### config.mk
export PLATFORM = sky130hd
export DESIGN_NAME = nand4_stimulus_sequencer
export DESIGN_NICKNAME = d
export VERILOG_FILES = /design/src/rtl/nand4_seq_pkg.sv /design/src/rtl/nand4_dwell_timer.sv /design/src/rtl/nand4_stimulus_sequencer.sv
export SDC_FILE = /design/constraint.sdc
export NUM_CORES = 1
export LEC_CHECK = 0
export ABC_AREA = 1
export CAP_MARGIN = 20
export CELL_PAD_IN_SITES_DETAIL_PLACEMENT = 1
export CELL_PAD_IN_SITES_GLOBAL_PLACEMENT = 2
export CORE_AREA = 2 2 73 75
export CTS_CLUSTER_DIAMETER = 100
export DETAILED_ROUTE_END_ITERATION = 10
export DIE_AREA = 0 0 75 77
export GPL_ROUTABILITY_DRIVEN = 1
export GPL_TIMING_DRIVEN = 1
export PLACE_DENSITY = 0.77
export SETUP_SLACK_MARGIN = 0.05
export SYNTH_ARGS = -nofsm -noshare
export SYNTH_HDL_FRONTEND = slang
export SYNTH_SLANG_ARGS = --single-unit
### constraint.sdc
create_clock -name clk -period 3.1 [get_ports clk]
set_input_delay 0.465 -clock clk [delete_from_list [all_inputs] [get_ports clk]]
set_output_delay 0.465 -clock clk [all_outputs]
set_load 0.03 [all_outputs]
### src/rtl/nand4_seq_pkg.sv
// Shared types and helpers for the NAND4 stimulus sequencer: state encoding,
// pattern count and the binary-to-Gray mapping used by the optional Gray order.
package nand4_seq_pkg;

   typedef enum logic [1:0] {
      IDLE   = 2'd0,
      RUN    = 2'd1,
      PAUSED = 2'd2,
      DONE   = 2'd3
   } seq_state_t;

   localparam int         NUM_PATTERNS = 16;
   localparam logic [3:0] LAST_IDX     = 4'(NUM_PATTERNS - 1);

   function automatic logic [3:0] bin_to_gray(input logic [3:0] bin);
      return bin ^ (bin >> 1);
   endfunction

endpackage

### src/rtl/nand4_dwell_timer.sv
// Dwell timer: CNT_W-bit down-counter with synchronous load and enable;
// expired flags the terminal count of zero.
module nand4_dwell_timer
   import nand4_seq_pkg::*;
#(
   parameter int CNT_W = 16
) (
   input  logic             clk,
   input  logic             rst_n,
   input  logic             load,
   input  logic             enable,
   input  logic [CNT_W-1:0] load_val,
   output logic             expired
);

   logic [CNT_W-1:0] count;

   always_ff @(posedge clk or negedge rst_n) begin
      if (!rst_n) begin
         count <= '0;
      end else if (load) begin
         count <= load_val;
      end else if (enable && !expired) begin
         count <= count - 1'b1;
      end
   end

   assign expired = (count == '0);

endmodule

### src/rtl/nand4_stimulus_sequencer.sv
// Steps the NAND4 inputs A..D through all 16 patterns, each held DWELL_CYCLES cycles.
// Define NAND4_SEQ_GRAY_EN to apply patterns in Gray-code order instead of binary.
//
// state  | meaning
// IDLE   | outputs zero, waiting for start
// RUN    | pattern applied and stable, dwell timer counting
// PAUSED | pattern and remaining dwell frozen while pause is high
// DONE   | one-cycle completion pulse, then back to IDLE
module nand4_stimulus_sequencer
   import nand4_seq_pkg::*;
#(
   parameter int DWELL_CYCLES = 50,
   parameter int CNT_W        = 16
) (
   input  logic       clk,
   input  logic       rst_n,
   input  logic       start,
   input  logic       loop,
   input  logic       pause,
   output logic       A,
   output logic       B,
   output logic       C,
   output logic       D,
   output logic [3:0] pattern_idx,
   output logic       valid,
   output logic       busy,
   output logic       done
);

   seq_state_t state;
   logic [3:0] idx;
   logic [3:0] pattern;
   logic       expired;
   logic       timer_load;
   logic       timer_en;

   function automatic logic [3:0] map_pattern(input logic [3:0] i);
`ifdef NAND4_SEQ_GRAY_EN
      return bin_to_gray(i);
`else
      return i;
`endif
   endfunction

   // Reload on every expiry, including the final one; the value is unused after DONE.
   assign timer_load = ((state == IDLE) && start) || ((state == RUN) && !pause && expired);
   assign timer_en   = (state == RUN) && !pause;

   nand4_dwell_timer #(
      .CNT_W (CNT_W)
   ) u_dwell_timer (
      .clk      (clk),
      .rst_n    (rst_n),
      .load     (timer_load),
      .enable   (timer_en),
      .load_val (CNT_W'(DWELL_CYCLES - 1)),
      .expired  (expired)
   );

   always_ff @(posedge clk or negedge rst_n) begin
      if (!rst_n) begin
         state   <= IDLE;
         idx     <= 4'd0;
         pattern <= 4'd0;
         valid   <= 1'b0;
         busy    <= 1'b0;
         done    <= 1'b0;
      end else begin
         done <= 1'b0;
         case (state)
            IDLE: begin
               if (start) begin
                  state   <= RUN;
                  idx     <= 4'd0;
                  pattern <= map_pattern(4'd0);
                  valid   <= 1'b1;
                  busy    <= 1'b1;
               end
            end
            RUN: begin
               // Pause takes priority over expiry; the expiry is seen again after resume.
               if (pause) begin
                  state <= PAUSED;
                  valid <= 1'b0;
               end else if (expired) begin
                  if (idx != LAST_IDX) begin
                     idx     <= idx + 4'd1;
                     pattern <= map_pattern(idx + 4'd1);
                  end else if (loop) begin
                     idx     <= 4'd0;
                     pattern <= map_pattern(4'd0);
                  end else begin
                     state   <= DONE;
                     idx     <= 4'd0;
                     pattern <= 4'd0;
                     valid   <= 1'b0;
                     busy    <= 1'b0;
                     done    <= 1'b1;
                  end
               end
            end
            PAUSED: begin
               if (!pause) begin
                  state <= RUN;
                  valid <= 1'b1;
               end
            end
            DONE: begin
               state <= IDLE;
            end
            default: begin
               state <= IDLE;
            end
         endcase
      end
   end

   assign {A, B, C, D} = pattern;
   assign pattern_idx  = idx;

endmodule

==> run_results.csv, run 1 <==
group,metric,value,unit
critical_path,path_depth,1,
global_routing,antenna_found_initial,0,
routing,wl_met3,64,um
hold_path,worstHoldPathCells,2,
status,status,"completed",
finish,fin_cells,313,
global_routing,grt_max_degree,26,
sta,min_period,1940,ps
die,row_count,26,
synthesis,synth.cell_area,1640,um2
critical_path,reg2reg_depth,11,
finish,multiInputGateArea,850,um2
routing,wl_met2,1950,um
power_and_ir_drop,worst_ir_drop_vdd,0.355,mV
synthesis,ys_ff_latch,25,
sta,rsz0062_at_grt,"false",
routing,post-route-drc-count,0,
sta,setup-tns-final,0,ps
sta,fin_hold_ws,520,ps
synthesis,async_reset_ff_share,100,%
routing,first_iter_violations,34,
critical_path,cp_max_fo,7,
cts,path_clk_slew,90,ps
cts,numClockSinks,25,
synthesis,yosys.cell_count.top_type,"nand2_1",
routing,routed_via_density,4.51,
finish,syn_to_final_growth,14.0,%
die,core,4980,um2
placement,io_buffers,15,
routing,vias,1413,
cts,cts_root_buf,"clkbuf_8",
die,die_area,5780,um2
global_routing,first_global_vias,1494,
sta,skew,2.95,ps
routing,wl_met1,1910,um
critical_path,start_kind,"register",
placement,gp_congestion,0.721,
synthesis,ys.flop_type,"dfrtp_1",
routing,firstDrtPassIters,4,
finish,n_fill_cell,646,
routing,ant_nets,0,
die,fp.dieW,75,um
critical_path,crit_path_end_kind,"output port",
cts,clockBufferDepth,2,
hold_path,hold_class,"reg -> reg",
sta,slew_viol_final,0,
synthesis,yosysTopAreaCellShare,38.2,%
sta,finalSetupViolations,0,
synthesis,ys_types,26,
finish,nets,252,
synthesis,synthCells,230,
finish,register_area,626,um2
cts,cts_resized,0,
critical_path,arrival,1480,ps
sta,tightestPinTransition,367,ps
cts,cts_htree_levels,1,
routing,wirelength,3980,um
critical_path,crit_buf_inv,1,
power_and_ir_drop,leakage,0.940,nW
placement,place_hpwl,3030,um
sta,fmax,515,MHz
synthesis,avgSynthCellArea,7.13,um2
finish,antenna_cells,0,
cts,cts_buffers,3,
synthesis,synth_edf_count,0,
cts,post-cts-setup-buffer-count,0,
sta,finalCritPeriodShare,62.6,%
critical_path,crit_chain,"clkdlybuf4s50_1",
synthesis,synth_top_cell_by_area,"dfrtp_1",
synthesis,yosysWarningCount,0,
placement,place_inst,309,
sta,maxSlewHeadroom,75.5,%
critical_path,critPathKind,"reg -> out",
die,start_util,32.9,%
global_routing,grt_overflow,0,
synthesis,synth.area.top_cells,"dfrtp_1, nand2_1, nor2_1",
finish,layout-drive-gt1-share,11.5,%
critical_path,slowest_stage,"clkdlybuf4s50_1",
cts,worstSkewPairLatency,280,ps
synthesis,ys_top_cells_by_count,"nand2_1, nor2_1, dfrtp_1, inv_1, nand3_1",
cts,cts_tree,"built",
die,die_h,77,um
die,io_pins,16,
power_and_ir_drop,power_density,894,nW/um2
critical_path,cpPeakStageDelay,720,ps
cts,cts_hold_buf,0,
global_routing,grt_usage,16.1,%
routing,topRoutingLayerUsed,"met4",
critical_path,cp_top_family,"buffers and inverters",
global_routing,grt_pass1_wl,7180,um
synthesis,ys_seq_area_share,38.2,%
routing,routedWlPerCell,12.7,um
synthesis,syn_nets,238,
critical_path,required,2630,ps
flow_run,maxCapViolations,0,
sta,hold_viol,0,
-- path summary, 6_finish.rpt --
kind / startpoint / end / slack, ps
hold reg to reg: busy$_DFFE_PN0P_ / busy$_DFFE_PN0P_ / 520
setup / recovery: pattern_idx[0]$_DFFE_PN0P_ / D / 1160
max in group asynchronous: rst_n / u_dwell_timer.count[10]$_DFFE_PN0P_ / 2290
hold / removal: busy$_DFFE_PN0P_ / busy$_DFFE_PN0P_ / 520
setup reg to reg: u_dwell_timer.count[0]$_DFFE_PN0P_ / u_dwell_timer.count[8]$_DFFE_PN0P_ / 1270
min in group asynchronous: rst_n / pattern_idx[1]$_DFFE_PN0P_ / 550
-- worst reg2reg max path: cells and delay by family (launching register included) --
family / cells / cell delay (ps)
simple gates: 7 / 760
flops: 1 / 400
fa+ha+maj: 1 / 190
buf+inv: 3 / 380
-- stage by stage --
step / power [mW] / worst slack (ps) / util (%) / area [um2]
floorplan: 1.26 / 1620 / - / 1640
finish: 1.67 / 1160 / 37.5 / 1870
global route: 1.85 / 1040 / 37.5 / 1870
CTS: 1.71 / 1140 / 37.5 / 1870
detailed placement: 1.50 / 955 / 36.6 / 1820
global placement: 1.48 / 996 / 36.6 / 1820
-- flip-flops by register name, indices dropped and copies added (netlist names) --
| register | cells |
|---|---|
| done | 1 |
| state | 2 |
| u_dwell_timer.count | 16 |
| busy | 1 |
| pattern_idx | 4 |
| valid | 1 |
-- cells in the final DEF (no fill, tap or decap) --
cell             count
nand2_4              1
o22ai_1              1
nand4_2              1
clkinv_2             1
o211ai_1             1
o21ai_0              3
inv_1               24
buf_4                1
clkbuf_8             3
clkdlybuf4s50_1     15
nor3_1               1
nand3_4              2
o21ai_1              1
nor2_2               9
nand2_1             81
nor2_4               4
nand2_2              3
nand3_1             18
dfrtp_1             25
nand4_1              2
a21oi_1              1
xor2_1               6
ha_1                 3
or2_0                1
inv_2                3
nand3b_1             1
nor2_1              31
-- per-layer routing --
layer  track usage (%)  vias to the layer above
met5                 0                        -
met4              5.36                        0
met3              1.97                        5
met2              26.8                       12
met1              21.2                      667
li1                  -                      729
-- power by group --
part / leakage (nW) / switching (mW) / internal, mW / total [mW]
logic: 0.594 / 0.612 / 0.297 / 0.910
clock network: 0.0255 / 0.113 / 0.0903 / 0.203
registers: 0.321 / 0.128 / 0.429 / 0.557
-- final cells by class --
cell class / instances / area share, %
Multi-Input combinational cell: 171 / 45.5
Sequential cell: 25 / 33.5
Clock inverter: 1 / 0.268
Clock buffer: 3 / 2.21
Timing Repair Buffer: 16 / 8.44
Inverter: 27 / 5.43
Tap cell: 70 / 4.69
-- cell families (layout without fill, tap and decap cells) --
family,count (synthesis),in the layout,synth area share (%)
AOI/OAI and AO/OA,7,7,2.37
xor gates and xnor gates,6,6,3.21
adders and majority gates,3,3,2.29
buffers and inverters,34,47,10.0
DFF,25,25,38.2
and+or+nand+nor,155,155,44.0
Power figures use the tool's default switching activity.
==> run 2: changes to the inputs <==
Settings changed: CORE_AREA 2 2 73 75 to 2 2 79 81, DIE_AREA 0 0 75 77 to 0 0 81 83, PLACE_DENSITY 0.77 to 0.69.
Clock period 3.1 ns to 1.75 ns, I/O delays scaled along.
==> run 2 against run 1 <==
Against the previous run:
- hold slack got worse by 180 ps
- sequential share of layout area fell by 1.2 points
- clock skew hardly changed
- die area rose by 16%
- critical path type unchanged
- register-to-register slack worse by 1100 ps
- total power increased by 86%
- clock power up 84%
- sequential power rose by 78%
==> run_results.csv, run 2 (synthesized netlist as in run 1, its figures left out) <==
group,metric,value,unit
critical_path,crit_path_end_kind,"output port",
hold_path,hold_class,"in -> async",
sta,skew,3.39,ps
cts,clockBufferDepth,2,
placement,pre_cts_ws,94.1,ps
cts,numClockSinks,25,
critical_path,arrival,1320,ps
finish,antenna_cells,0,
cts,worstSkewPairLatency,280,ps
routing,routedWlPerCell,13.7,um
cts,path_clk_slew,100,ps
finish,multiInputGateArea,850,um2
placement,gp_congestion,0.761,
finish,nets,260,
global_routing,first_global_vias,1513,
power_and_ir_drop,power_density,1610,nW/um2
critical_path,cp_max_fo,2,
critical_path,start_kind,"register",
finish,regMostFlops,"u_dwell_timer.count",
cts,post-cts-setup-buffer-count,0,
finish,n_fill_cell,768,
routing,wirelength,4470,um
die,row_count,28,
power_and_ir_drop,worst_ir_drop_vdd,0.409,mV
global_routing,antenna_found_initial,0,
die,core,5820,um2
critical_path,cp_top_family,"buffers and inverters",
cts,cts_root_buf,"clkbuf_8",
cts,cts_tree,"built",
critical_path,slowest_stage,"clkdlybuf4s50_1",
finish,register_area,626,um2
finish,layout-drive-gt1-share,13.9,%
finish,final_cell_mix,"nand2_1, nor2_1, dfrtp_1",
flow_run,maxCapViolations,0,
sta,rsz0062_at_grt,"false",
sta,min_period,1590,ps
cts,cts_buffers,3,
sta,fmax,631,MHz
placement,placed_cell_area,1900,um2
die,fp.dieW,81,um
sta,hold_viol,0,
critical_path,cpPeakStageDelay,680,ps
placement,place_hpwl,3350,um
placement,io_buffers,15,
routing,post-route-drc-count,0,
finish,design_area,1940,um2
global_routing,grt_pass1_wl,7490,um
critical_path,crit_chain,"clkdlybuf4s50_1",
routing,vias,1451,
sta,tightestPinTransition,363,ps
routing,firstDrtPassIters,4,
die,die_h,83,um
critical_path,crit_buf_inv,1,
critical_path,required,1490,ps
power_and_ir_drop,leakage,1.01,nW
sta,maxSlewHeadroom,75.8,%
sta,slew_viol_final,0,
global_routing,grt_overflow,0,
finish,syn_to_final_growth,18.1,%
sta,finalCritPeriodShare,90.6,%
routing,ant_nets,0,
global_routing,grt_max_degree,26,
finish,final_common_cell,"nand2_1",
critical_path,critPathKind,"reg -> out",
die,die_area,6720,um2
routing,routed_via_density,4.45,
cts,cts_htree_levels,1,
power_and_ir_drop,total_power,3.11,mW
cts,cts_hold_buf,0,
finish,largest_reg_flops,16,
sta,finalSetupViolations,0,
status,status,"completed",
global_routing,grt_usage,14.6,%
cts,cts_resized,8,
die,start_util,28.2,%
die,io_pins,16,
sta,worst_slack,164,ps
sta,setup-tns-final,0,ps
sta,fin_hold_ws,343,ps
routing,first_iter_violations,53,
==> run 2: changes by cell type in the layout (fill, tap and decap cells not counted), sizes merged <==
| cell | change |
|---|---|
| buf | +8 |
| clkbuf | +1 |
| clkdlybuf4s50 | -8 |
| clkinv | -1 |
| dlygate4sd2 | +8 |
==> run 2: report_power, final <==
part | total, mW | switching, mW | internal, mW
Clock | 0.373 | 0.209 | 0.164
Combinational | 1.75 | 1.14 | 0.603
Sequential | 0.994 | 0.234 | 0.760
==> run 2: stage by stage <==
stage | utilization, % | cells
2_1_floorplan | - | 230
4_1_cts | 33.3 | 326
5_1_grt | 33.3 | 326
6_report | 33.3 | 326
3_3_place_gp | 32.7 | 322
3_5_place_dp | 32.7 | 322
==> run 2: layer usage <==
| layer | share of wire [%] | track usage, % | routed length [um] |
|---|---|---|---|
| met1 | 51 | 20.3 | 2270 |
| met5 | 0 | 0 | 0 |
| met4 | 1.3 | 4.62 | 59 |
| met3 | 2.1 | 2.17 | 94 |
| met2 | 46 | 23.1 | 2050 |
==> run 2: layout make-up <==
class / instances / share of cell area, %
multi-input cells: 171 / 43.9
clock buffers: 4 / 2.33
well taps: 75 / 4.85
inverters: 27 / 5.24
flip-flops and latches: 25 / 32.3
repair buffers: 24 / 11.4
==> run 2: final timing paths <==
check / from / to / slack [ps] / depth (start not counted)
setup / recovery: busy$_DFFE_PN0P_ / busy / 160 / 1
hold / removal: rst_n / u_dwell_timer.count[3]$_DFFE_PN0P_ / 340 / 2
setup reg to reg: u_dwell_timer.count[1]$_DFFE_PN0P_ / u_dwell_timer.count[9]$_DFFE_PN0P_ / 220 / 12
hold reg to reg: busy$_DFFE_PN0P_ / busy$_DFFE_PN0P_ / 540 / 2
max in group asynchronous: rst_n / u_dwell_timer.count[12]$_DFFE_PN0P_ / 1130 / 2
min in group clk: busy$_DFFE_PN0P_ / busy$_DFFE_PN0P_ / 540 / 2
==> run 3: changes to the inputs <==
Settings changed: CORE_AREA 2 2 79 81 to 2 2 75 77, DIE_AREA 0 0 81 83 to 0 0 77 79, PLACE_DENSITY 0.69 to 0.73.
Clock period 1.75 ns to 1.7 ns, I/O delays scaled along.
==> run 3 against run 2 <==
Against the previous run:
- register-to-register slack worse by 60 ps
- critical endpoint is now valid
- final cell count rose by 1.2%
- largest power group unchanged
- clock power up 3%
- highest routed layer unchanged
- critical path type unchanged
- sequential share of layout area down 1.3 points
- total power rose by 8.7%
- clock skew grew 2.7 ps
- wire length shrank 0.63%
==> run_results.csv, run 3 (synthesized netlist as in run 1, its figures left out) <==
group,metric,value,unit
status,status,"completed",
critical_path,crit_buf_inv,1,
global_routing,grt_usage,16.5,%
critical_path,required,1440,ps
die,row_count,27,
finish,syn_to_final_growth,23.2,%
placement,gp_congestion,0.783,
global_routing,grt_max_degree,26,
cts,worstSkewPairLatency,280,ps
critical_path,arrival,1320,ps
finish,multiInputGateArea,882,um2
sta,maxSlewHeadroom,76.5,%
critical_path,start_kind,"register",
critical_path,cp_top_family,"buffers and inverters",
die,start_util,30.7,%
power_and_ir_drop,worst_ir_drop_vdd,0.562,mV
placement,place_hpwl,3480,um
routing,first_iter_violations,46,
global_routing,antenna_found_initial,0,
cts,clockBufferDepth,2,
routing,wirelength,4450,um
sta,finalSetupViolations,0,
die,die_h,79,um
hold_path,hold_class,"in -> async",
finish,layout-drive-gt1-share,19.4,%
cts,cts_hold_buf,0,
routing,firstDrtPassIters,4,
sta,hold_viol,0,
finish,nets,267,
die,die_area,6080,um2
critical_path,cp_max_fo,2,
cts,numClockSinks,25,
power_and_ir_drop,power_density,1680,nW/um2
critical_path,crit_chain,"clkdlybuf4s50_1",
sta,min_period,1570,ps
flow_run,maxCapViolations,0,
cts,cts_htree_levels,1,
placement,io_buffers,15,
critical_path,crit_path_end_kind,"output port",
die,core,5340,um2
sta,rsz0062_at_grt,"true",
routing,routedWlPerCell,13.5,um
sta,skew,6.04,ps
critical_path,regToRegEndpoint,"u_dwell_timer.count[11]$_DFFE_PN0P_",
critical_path,slowest_stage,"clkdlybuf4s50_1",
routing,vias,1460,
finish,final_common_cell,"nand2_1",
critical_path,critPathKind,"reg -> out",
finish,regMostFlops,"u_dwell_timer.count",
global_routing,first_global_vias,1600,
die,fp.dieW,77,um
critical_path,cpPeakStageDelay,670,ps
global_routing,grt_overflow,0,
finish,final_core_util,37.8,%
finish,register_area,626,um2
finish,final_cell_mix,"nand2_1, nor2_1, dfrtp_1",
sta,tightestPinTransition,353,ps
cts,cts_buffers,3,
cts,cts_tree,"built",
sta,fmax,636,MHz
die,io_pins,16,
finish,n_fill_cell,696,
sta,slew_viol_final,0,
cts,path_clk_slew,100,ps
routing,post-route-drc-count,0,
routing,routed_via_density,4.42,
power_and_ir_drop,leakage,1.05,nW
finish,largest_reg_flops,16,
sta,finalCritPeriodShare,92.6,%
global_routing,grt_pass1_wl,7890,um
sta,setup-tns-final,0,ps
critical_path,reg2reg_depth,12,
critical_path,r2r_setup_slack,160,ps
cts,cts_root_buf,"clkbuf_8",
routing,ant_nets,0,
critical_path,r2r-start,"u_dwell_timer.count[0]$_DFFE_PN0P_",
finish,antenna_cells,0,
run 3: cell types whose count changed in the layout (fill, tap and decap cells not counted), sizes merged:
cell | previous run | this run
buf | 9 | 16
run 3: metrics by stage:
stage	hold WS (ps)	cell area, um2	worst slack (ps)	cells	total power, mW
6_report	347	2020	126	330	3.38
5_1_grt	385	2020	33.3	330	3.73
4_1_cts	365	1980	114	329	3.35
3_5_place_dp	493	1940	94.6	325	2.99
3_3_place_gp	516	1940	131	325	2.96
2_1_floorplan	-40.6	1640	215	230	2.30
run 3: per-layer routing:
layer  up-vias  share of wire (%)  track usage, %  routed length, um
li1        757                  -               -                  -
met1       684                 49            21.5               2170
met2        15                 48            29.6               2140
met3         4                2.2            2.16                100
met4         0               0.70            3.21                 31
met5         -                  0               0                  0
run 3: cell type report:
type	instances	share of cell area, %
clock buffers	4	2.23
well taps	72	4.46
repair buffers	31	13.5
flip-flops and latches	25	31.0
inverters	27	5.14
multi-input cells	171	43.7
run 3: how the worst max path moves through the flow:
stage,slack [ps],start,end,depth (start not counted)
after CTS,110,u_dwell_timer.count[0]$_DFFE_PN0P_,u_dwell_timer.count[14]$_DFFE_PN0P_,11
after global routing,30,u_dwell_timer.count[0]$_DFFE_PN0P_,u_dwell_timer.count[14]$_DFFE_PN0P_,10
after floorplan,220,u_dwell_timer.count[0]$_DFFE_PN0P_,u_dwell_timer.count[6]$_DFFE_PN0P_,12
final,130,valid$_DFFE_PN0P_,valid,1
after global placement,130,start,u_dwell_timer.count[3]$_DFFE_PN0P_,7
after detailed placement,90,start,u_dwell_timer.count[3]$_DFFE_PN0P_,7
run 3: timing repair:
| item | in CTS | in global routing |
|---|---|---|
| buffers inserted | 0 | 1 |
| gates resized for setup | 8 | 13 |
| setup endpoints to repair | 8 | 13 |
| pin swaps | 0 | 2 |
run 3: power by group:
part	total [mW]	internal, mW	switching [mW]	leakage, nW
logic	2.00	0.746	1.25	0.702
clock network	0.383	0.168	0.215	0.0228
registers	1.00	0.783	0.217	0.321
